===== src/rtl/rc4_pkg.sv =====
// Shared RC4 definitions: S-RAM geometry, KSA state encoding and key-byte selection.
package rc4_pkg;

  localparam int KEY_BYTES = 3;
  localparam int S_DEPTH   = 256;
  localparam int S_AW      = 8;

  typedef enum logic [3:0] {
    S_IDLE,
    S_RD_I,
    S_WT_I,
    S_CP_I,
    S_CALC_J,
    S_RD_J,
    S_WT_J,
    S_CP_J,
    S_WR_J,
    S_WR_I,
    S_NEXT,
    S_DONE
  } ksa_state_t;

  // Byte 0 is the most significant byte of the key word.
  function automatic logic [7:0] key_byte(input logic [8*KEY_BYTES-1:0] key,
                                          input logic [1:0] sel);
    case (sel)
      2'd0:    return key[23:16];
      2'd1:    return key[15:8];
      default: return key[7:0];
    endcase
  endfunction

endpackage


===== src/rtl/ksa_shuffle.sv =====
// RC4 key-scheduling: 256 read/read/write/write swap iterations over a
// single-port synchronous S RAM, ten cycles per iteration.
module ksa_shuffle
  import rc4_pkg::*;
#(
  parameter int KEY_BYTES = 3
) (
  input  logic                   clk,
  input  logic                   reset,
  input  logic [8*KEY_BYTES-1:0] secret_key,
  input  logic                   start,
  output logic                   finish,
  output logic [S_AW-1:0]        address_s,
  output logic [7:0]             data_s,
  output logic                   wren_s,
  input  logic [7:0]             q_s
);

  localparam logic [1:0] K_LAST = 2'(KEY_BYTES - 1);

  ksa_state_t      state_q, state_d;
  logic [S_AW-1:0] i_q, i_d;
  logic [S_AW-1:0] j_q, j_d;
  logic [7:0]      si_q, si_d;
  logic [7:0]      sj_q, sj_d;
  logic [1:0]      k_q, k_d;

  always_ff @(posedge clk or negedge reset) begin
    if (!reset) begin
      state_q <= S_IDLE;
      i_q     <= '0;
      j_q     <= '0;
      si_q    <= '0;
      sj_q    <= '0;
      k_q     <= '0;
    end else begin
      state_q <= state_d;
      i_q     <= i_d;
      j_q     <= j_d;
      si_q    <= si_d;
      sj_q    <= sj_d;
      k_q     <= k_d;
    end
  end

  always_comb begin
    state_d = state_q;
    i_d     = i_q;
    j_d     = j_q;
    si_d    = si_q;
    sj_d    = sj_q;
    k_d     = k_q;
    case (state_q)
      S_IDLE: begin
        if (start) begin
          state_d = S_RD_I;
          i_d     = '0;
          j_d     = '0;
          k_d     = '0;
        end
      end
      S_RD_I:   state_d = S_WT_I;
      S_WT_I:   state_d = S_CP_I;
      S_CP_I: begin
        si_d    = q_s;
        state_d = S_CALC_J;
      end
      S_CALC_J: begin
        j_d     = j_q + si_q + key_byte(secret_key, k_q);
        state_d = S_RD_J;
      end
      S_RD_J:   state_d = S_WT_J;
      S_WT_J:   state_d = S_CP_J;
      S_CP_J: begin
        sj_d    = q_s;
        state_d = S_WR_J;
      end
      S_WR_J:   state_d = S_WR_I;
      S_WR_I:   state_d = S_NEXT;
      S_NEXT: begin
        if (i_q == 8'hFF) begin
          state_d = S_DONE;
        end else begin
          i_d     = i_q + 8'd1;
          k_d     = (k_q == K_LAST) ? 2'd0 : k_q + 2'd1;
          state_d = S_RD_I;
        end
      end
      S_DONE:   state_d = S_IDLE;
      default:  state_d = S_IDLE;
    endcase
  end

  // Address is held through the wait/capture cycles so the RAM output stays valid.
  always_comb begin
    address_s = '0;
    data_s    = '0;
    wren_s    = 1'b0;
    finish    = 1'b0;
    case (state_q)
      S_IDLE, S_DONE: address_s = '0;
      S_RD_J, S_WT_J, S_CP_J: address_s = j_q;
      S_WR_J: begin
        address_s = j_q;
        data_s    = si_q;
        wren_s    = 1'b1;
      end
      S_WR_I: begin
        address_s = i_q;
        data_s    = sj_q;
        wren_s    = 1'b1;
      end
      default: address_s = i_q;
    endcase
    if (state_q == S_DONE) finish = 1'b1;
  end

endmodule


===== config.mk =====
export PLATFORM = sky130hd
export DESIGN_NAME = ksa_shuffle
export DESIGN_NICKNAME = d
export VERILOG_FILES = /design/src/rtl/rc4_pkg.sv /design/src/rtl/ksa_shuffle.sv
export SDC_FILE = /design/constraint.sdc
export NUM_CORES = 1
export LEC_CHECK = 0
export BUFFER_PORTS_ARGS = -buffer_cell sky130_fd_sc_hd__buf_4
export CELL_PAD_IN_SITES_DETAIL_PLACEMENT = 2
export CELL_PAD_IN_SITES_GLOBAL_PLACEMENT = 2
export CORE_MARGIN = 2
export CORE_UTILIZATION = 30
export CTS_CLUSTER_DIAMETER = 40
export DETAILED_ROUTE_END_ITERATION = 7
export PLACE_DENSITY_LB_ADDON = 0.1
export RECOVER_POWER = 50
export SLEW_MARGIN = 5
export SYNTH_ARGS = -nofsm -noshare
export SYNTH_HDL_FRONTEND = slang
export SYNTH_SLANG_ARGS = --single-unit

===== constraint.sdc =====
create_clock -name clk -period 2.77 [get_ports clk]
set_input_delay 0.1385 -clock clk [delete_from_list [all_inputs] [get_ports clk]]
set_output_delay 0.1385 -clock clk [all_outputs]
set_load 0.02 [all_outputs]

# [After elaboration in Yosys (flattened, before gate mapping)]
# Index checks and enable logic that the tools add are counted.
[classes] add_sub_neg=4 eq_ne=16 muxes=17 n_reduce_logical=9
[op_table] op="case mux 8 bit (2 select lines)" n=5
[op_table] op="case mux 4 bit (11 select lines)" n=1
[op_table] op="2-to-1 mux 8 bit" n=3
[op_table] op="adder 8 bit" n=2
[op_table] op="== test 4 x 3 -> 1 bit, second input constant" n=4
[op_table] op="== test 4 bit, second input constant" n=4
[op_table] op="adder 8 x 1 -> 8 bit, second input constant" n=1
[op_table] op="== test 4 x 2 -> 1 bit, second input constant" n=2
[op_table] op="== test 8 bit, second input constant" n=1
[op_table] op="2-to-1 mux 4 bit" n=2
[op_table] op="2-to-1 mux 2 bit" n=3
[op_table] op="== test 4 x 1 -> 1 bit, second input constant" n=1
[op_table] op="zero test 4 bit" n=1
[op_table] op="!= test 2 bit, second input constant" n=2
[op_table] op="case mux 2 bit (2 select lines)" n=1
[op_table] op="nonzero test 2 bit" n=2
[op_table] op="OR reduction 2 bit" n=2
[op_table] op="OR reduction 4 bit" n=1
[op_table] op="AND reduction 3 bit" n=1
[op_table] op="adder 2 x 1 -> 2 bit, second input constant" n=1
[op_table] op="== test 2 x 1 -> 1 bit, second input constant" n=1
[op_table] op="== test 2 bit, second input constant" n=1
[op_table] op="zero test 2 bit" n=1
[op_table] op="2-to-1 mux 1 bit" n=2
[op_table] op="AND reduction 2 bit" n=1
[word_totals] regBits=38 input_bits=35 out_inout_bits=18 word_cells=52

# [Longest topological paths before layout]
[depth] depth_word=5 depth_mapped=13 ltp_nobuf=11

# [Worst setup path before layout]
# Ideal clock, no wire load.
[synth_timing] path_kind="reg2reg" from="reg k_q[0]" to="reg j_q[7]" setup_ns=0.140 arrival_time_ns=2.691 t_required_ns=2.630 path_slack_ns=-0.061 stages_incl_launch_ff=13 path_buffers=1 synth_period_minus_slack_ns=2.831 cell_sequence="dfrtp_1 -> clkbuf_1 -> mux2i_1 -> o21ai_0 -> fa_1 -> ha_1 -> inv_1 -> fa_1 -> nor2b_1 -> o31a_1 -> o22ai_1 -> xnor2_1 -> o22ai_1"
[synth_between] elab_chain_len=5
[synth_lines] element="start, declared" line_no="ksa_shuffle.sv:26" rtl="logic [1:0] k_q, k_d;"
[synth_lines] element="start signal, assigned" line_no="ksa_shuffle.sv:42" rtl="k_q <= k_d;"
[synth_lines] element="== test 2 x 1 -> 1 bit or zero test 2 bit (tied branches)" line_no="rc4_pkg.sv:26" rtl="case (sel)"
[synth_lines] element="case mux 8 bit (2 select lines) *" line_no="rc4_pkg.sv:26"
[synth_lines] element="2-to-1 mux 8 bit *" line_no="ksa_shuffle.sv:53" rtl="case (state_q)"
[synth_lines] element="adder 8 bit *" line_no="ksa_shuffle.sv:69" rtl="j_d = j_q + si_q + key_byte(secret_key, k_q);"
[synth_lines] element="case mux 8 bit (2 select lines) *" line_no="ksa_shuffle.sv:53"
[synth_lines] element="end signal, assigned" line_no="ksa_shuffle.sv:39" rtl="j_q <= j_d;"
[synth_lines] element="end, declared" line_no="ksa_shuffle.sv:23" rtl="logic [S_AW-1:0] j_q, j_d;"
# Mark *: on every way between the ends. The rest lies on a longest branch, timed or not. The select of a mux whose other input is x is not followed.
# A chain may end at the register's enable or synchronous reset.

# [Worst setup path in the final report]
# Same ends and word-level chain as after synthesis.

==> reports/results.md <==
| Item | This run | Unit |
|:---|:---|:---|
| Global-route wire length before repair | 12,560 | µm |
| Count of vias placed by the detailed router | 2,150 | - |
| Library cell with the highest instance count after synthesis | sky130_fd_sc_hd__dfrtp_1 | - |
| Number of instances in the synthesized netlist | 259 | - |
| Num CTS Buffers | 5 | - |
| Net count after synthesis | 309 | - |
| CTS tree | yes | - |
| Synth top area share | 36.73 | % |
| Outcome | completed | - |
| Worst hold slack | 59.29 | ps |
| Leakage power | 1.471 | nW |
| Antenna violations before repair | 0 | - |
| Multi-input gate area | 1543 | µm² |
| Pin count of the biggest net entering global routing | 39 | - |
| Crit Path Max Fanout | 5 | - |
| Overall track demand over capacity in global routing | 16.76 | % |
| Starting DRC count in detailed routing | 47 | - |
| Required time reported for the critical path endpoint | 2980 | ps |
| Number of placed cells counting well taps | 412 | - |
| Clk Latency, worst-skew pair | 290 | ps |
| Ratio of final minimum period to clock period | 95.89 | % |
| Multiplexer area fraction after synthesis | 16.63 | % |
| Least-Margin Pin Slew | 1036 | ps |
| Setup Slack @ Placement | -46.32 | ps |
| Worst setup skew after layout | 2.129 | ps |
| Average size of a mapped cell | 9.995 | µm² |
| CTS HTree Levels | 2 | - |
| Register clock-pin slew on the reported worst setup and hold paths | 80 | ps |
| Synth Area in Compound Gates | 12.95 | % |
| Row count | 33 | - |
| Area taken by flip-flops and latches | 952.2 | µm² |
| Vias per cell | 5.107 | - |
| I/O Buffers | 52 | - |
| # clock sinks | 38 | - |
| Worst supply voltage drop on vdd | 0.0003973 | V |
| Placeable core area | 8299 | µm² |
| Crit Path Class | reg2reg | - |
| Highest attainable clock frequency | 376.5 | MHz |
| Count of nets after finishing | 365 | - |
| Number of search-and-repair iterations in the first detailed-routing pass | 4 | - |
| Initial core utilization | 31.19 | % |
| Post-synthesis cell type count | 45 | - |
| Number of warnings reported in the yosys synthesis log | 0 | - |
| Kind of launch point of the worst setup path | flip-flop | - |
| DR WL/cell | 17.60 | µm |
| Setup-violating endpoint count in the final report | 0 | - |
| Final ANT Viol Nets | 0 | - |
| Vias in the first global route | 2,349 | - |
| Longest Clk Path Bufs | 2 | - |
| Number of cells in the finished layout apart from fillers | 421 | - |
| Proportion of layout cells with a drive suffix above 1 | 30.38 | % |
| Post-synth design cell area | 2589 | µm² |
| Synth Flop Type | sky130_fd_sc_hd__dfrtp_1 | - |
| Combinational family with the most area after synthesis | multiplexers | - |
| Placement-stage cell area | 3112 | µm² |
| Final worst path period need | 2656 | ps |
| Worst min-delay path class | in2reg | - |
| Max-slew violation count | 0 | - |
| Synthesis-stage register bit count | 38 | - |
| Routed Wire Length | 7409 | µm |
| Filler instances | 913 | - |
| Die height | 96.89 | µm |
| Clock root buffer master | sky130_fd_sc_hd__clkbuf_8 | - |
| Floorplan die area | 9388 | µm² |
| Cell type with the highest aggregate area in the netlist | sky130_fd_sc_hd__dfrtp_1 | - |
| Overall overflow remaining after global route | 0 | - |
| Ranking of synthesized cells by instance count | sky130_fd_sc_hd__dfrtp_1 (38), sky130_fd_sc_hd__nor2_1 (32), sky130_fd_sc_hd__nand2_1 (27) | - |
| Post-Synth Adder-Cell Area | 9.570 | % |
| Setup repair after global routing missed its margin | yes | - |
| HPWL reported at the end of detailed placement | 5772 | µm |
| Floorplan die width | 96.89 | µm |
| Leading cell types by total area after synthesis | sky130_fd_sc_hd__dfrtp_1 (37%), sky130_fd_sc_hd__mux2i_1 (9.7%), sky130_fd_sc_hd__mux2_2 (7.0%), sky130_fd_sc_hd__fa_1 (6.2%), sky130_fd_sc_hd__nor2_1 (4.6%) | - |
| Maximum Capacitance Violations | 0 | - |
| DRC violations left | 0 | - |
| Xor/xnor cell area share of the yosys netlist | 4.398 | % |
| Arrival time at the worst endpoint | 2870 | ps |
| Fraction of registers with async set or reset after synthesis | 100.0 | % |
| Worst Setup End Kind | flip-flop | - |
| Number of flops mapped to enable cells by yosys | 0 | - |
| Total inserted antenna cells | 0 | - |
| Final hold violations | 0 | - |
| Synth-to-layout area growth | 24.12 | % |
| Routability cong. | 0.7753 | - |
| Final instance area | 3213 | µm² |
| Top-level port count | 53 | - |
| Power per standard cell area | 1344 | nW/µm² |
| Max-slew headroom | 30.93 | % |
| Worst Setup Slack, final | 113.8 | ps |
| Seq/Total Area, Yosys | 36.73 | % |
| Simple-gate share of the synthesized area | 15.85 | % |
## placed cells by master, fill, tap and decap left out, types with 2 or more instances in the layout
cell type                  count
sky130_fd_sc_hd__a211oi_1      2
sky130_fd_sc_hd__buf_4        58
sky130_fd_sc_hd__xor2_1        9
sky130_fd_sc_hd__o21ai_0      11
sky130_fd_sc_hd__fa_2          2
sky130_fd_sc_hd__a221o_1       8
sky130_fd_sc_hd__xnor2_1       4
sky130_fd_sc_hd__a21o_1        2
sky130_fd_sc_hd__fa_1          6
sky130_fd_sc_hd__inv_1         7
sky130_fd_sc_hd__clkbuf_8      6
sky130_fd_sc_hd__nand2b_1      3
sky130_fd_sc_hd__nand3_1       5
sky130_fd_sc_hd__nor3b_1       2
sky130_fd_sc_hd__nor2_1       32
sky130_fd_sc_hd__nand2_1      27
sky130_fd_sc_hd__o31ai_1       2
sky130_fd_sc_hd__ha_1          6
sky130_fd_sc_hd__dfrtp_1      37
sky130_fd_sc_hd__and3_1        3
sky130_fd_sc_hd__nand4_1       2
sky130_fd_sc_hd__mux2i_1      25
sky130_fd_sc_hd__mux2_2       16
sky130_fd_sc_hd__o22ai_1       5
sky130_fd_sc_hd__o21ai_1       3
sky130_fd_sc_hd__clkbuf_1      3
sky130_fd_sc_hd__or2_2         2
sky130_fd_sc_hd__a21oi_1       4
## routing by layer
metal | share of wire (%) | up-vias | wire, µm | global-route usage (%)
li1 | - | 1019 | - | -
met1 | 47 | 1082 | 3491 | 22.40
met2 | 48 | 43 | 3557 | 27.88
met3 | 3.7 | 6 | 276 | 3.179
met4 | 1.1 | 0 | 83 | 4.334
met5 | 0 | - | 0 | 0
## logic make-up after synthesis
logic type	after synthesis
buffers and inverters	21
DFF	38
and+or+nand+nor	85
AOI/OAI and AO/OA	46
adders and majority gates	15
muxes	41
xor gates and xnor gates	13
## repair_timing
action,4_1_cts,5_1_grt
setup buffers,0,0
endpoints found under the hold margin,38,0
gates cloned,0,0
gates resized for setup,1,8
pin swaps,0,1
hold buffers,1,0
endpoints found under the setup margin,1,2
## path summary, 6_finish.rpt
path | startpoint | to | slack [ps] | depth (start not counted)
setup / recovery | k_q[0]$_DFFE_PN0P_ | j_q[7]$_DFFE_PN0P_ | 110 | 11
hold / removal | q_s[6] | si_q[6]$_DFFE_PN0P_ | 60 | 3
setup reg to reg | k_q[0]$_DFFE_PN0P_ | j_q[7]$_DFFE_PN0P_ | 110 | 11
hold reg to reg | sj_q[6]$_DFFE_PN0N_ | sj_q[6]$_DFFE_PN0N_ | 520 | 1
max in group asynchronous | reset | k_q[0]$_DFFE_PN0P_ | 1520 | 2
min in group asynchronous | reset | i_q[2]$_DFFE_PN0P_ | 550 | 2
## registers in the layout, summed over array words and instances, names as in the netlist
| register | cells |
|---|---|
| i_q | 8 |
| j_q | 8 |
| si_q | 8 |
| sj_q | 8 |
| state_q | 4 |
| k_q | 2 |
## metrics by stage
step / setup TNS, ps / power, W / utilization, %
global placement: 0 / 0.003802 / 37.49
global route: -46.26 / 0.004752 / 38.72
detailed placement: -46.32 / 0.003920 / 37.49
CTS: 0 / 0.004367 / 38.73
finish: 0 / 0.004317 / 38.72
floorplan: 0 / 0.003126 / -
## final cells by class
cell class	count	share of cell area, %
multi-input cells	200	48.01
well taps	105	4.089
flip-flops and latches	38	29.63
inverters	7	0.8178
clock inverters	1	0.1558
repair buffers	63	14.60
clock buffers	7	2.687
## report_power, final
| group | internal [W] | switching, W | total (W) |
|---|---|---|---|
| sequential | 0.000805 | 0.000337 | 0.00114 |
| combinational | 0.00134 | 0.00142 | 0.00276 |
| clock | 0.000202 | 0.000216 | 0.000417 |
## worst max-delay path, stage by stage (launching register included)
cell,delay (ps)
sky130_fd_sc_hd__dfrtp_2,440
sky130_fd_sc_hd__mux2i_1,220
sky130_fd_sc_hd__o21ai_1,90
sky130_fd_sc_hd__fa_1,510
sky130_fd_sc_hd__ha_2,180
sky130_fd_sc_hd__inv_1,60
sky130_fd_sc_hd__fa_2,370
sky130_fd_sc_hd__nor2b_2,140
sky130_fd_sc_hd__o31a_1,190
sky130_fd_sc_hd__o22ai_1,110
sky130_fd_sc_hd__xnor2_1,130
sky130_fd_sc_hd__o22ai_1,150
(Power assumes the default switching activity.)
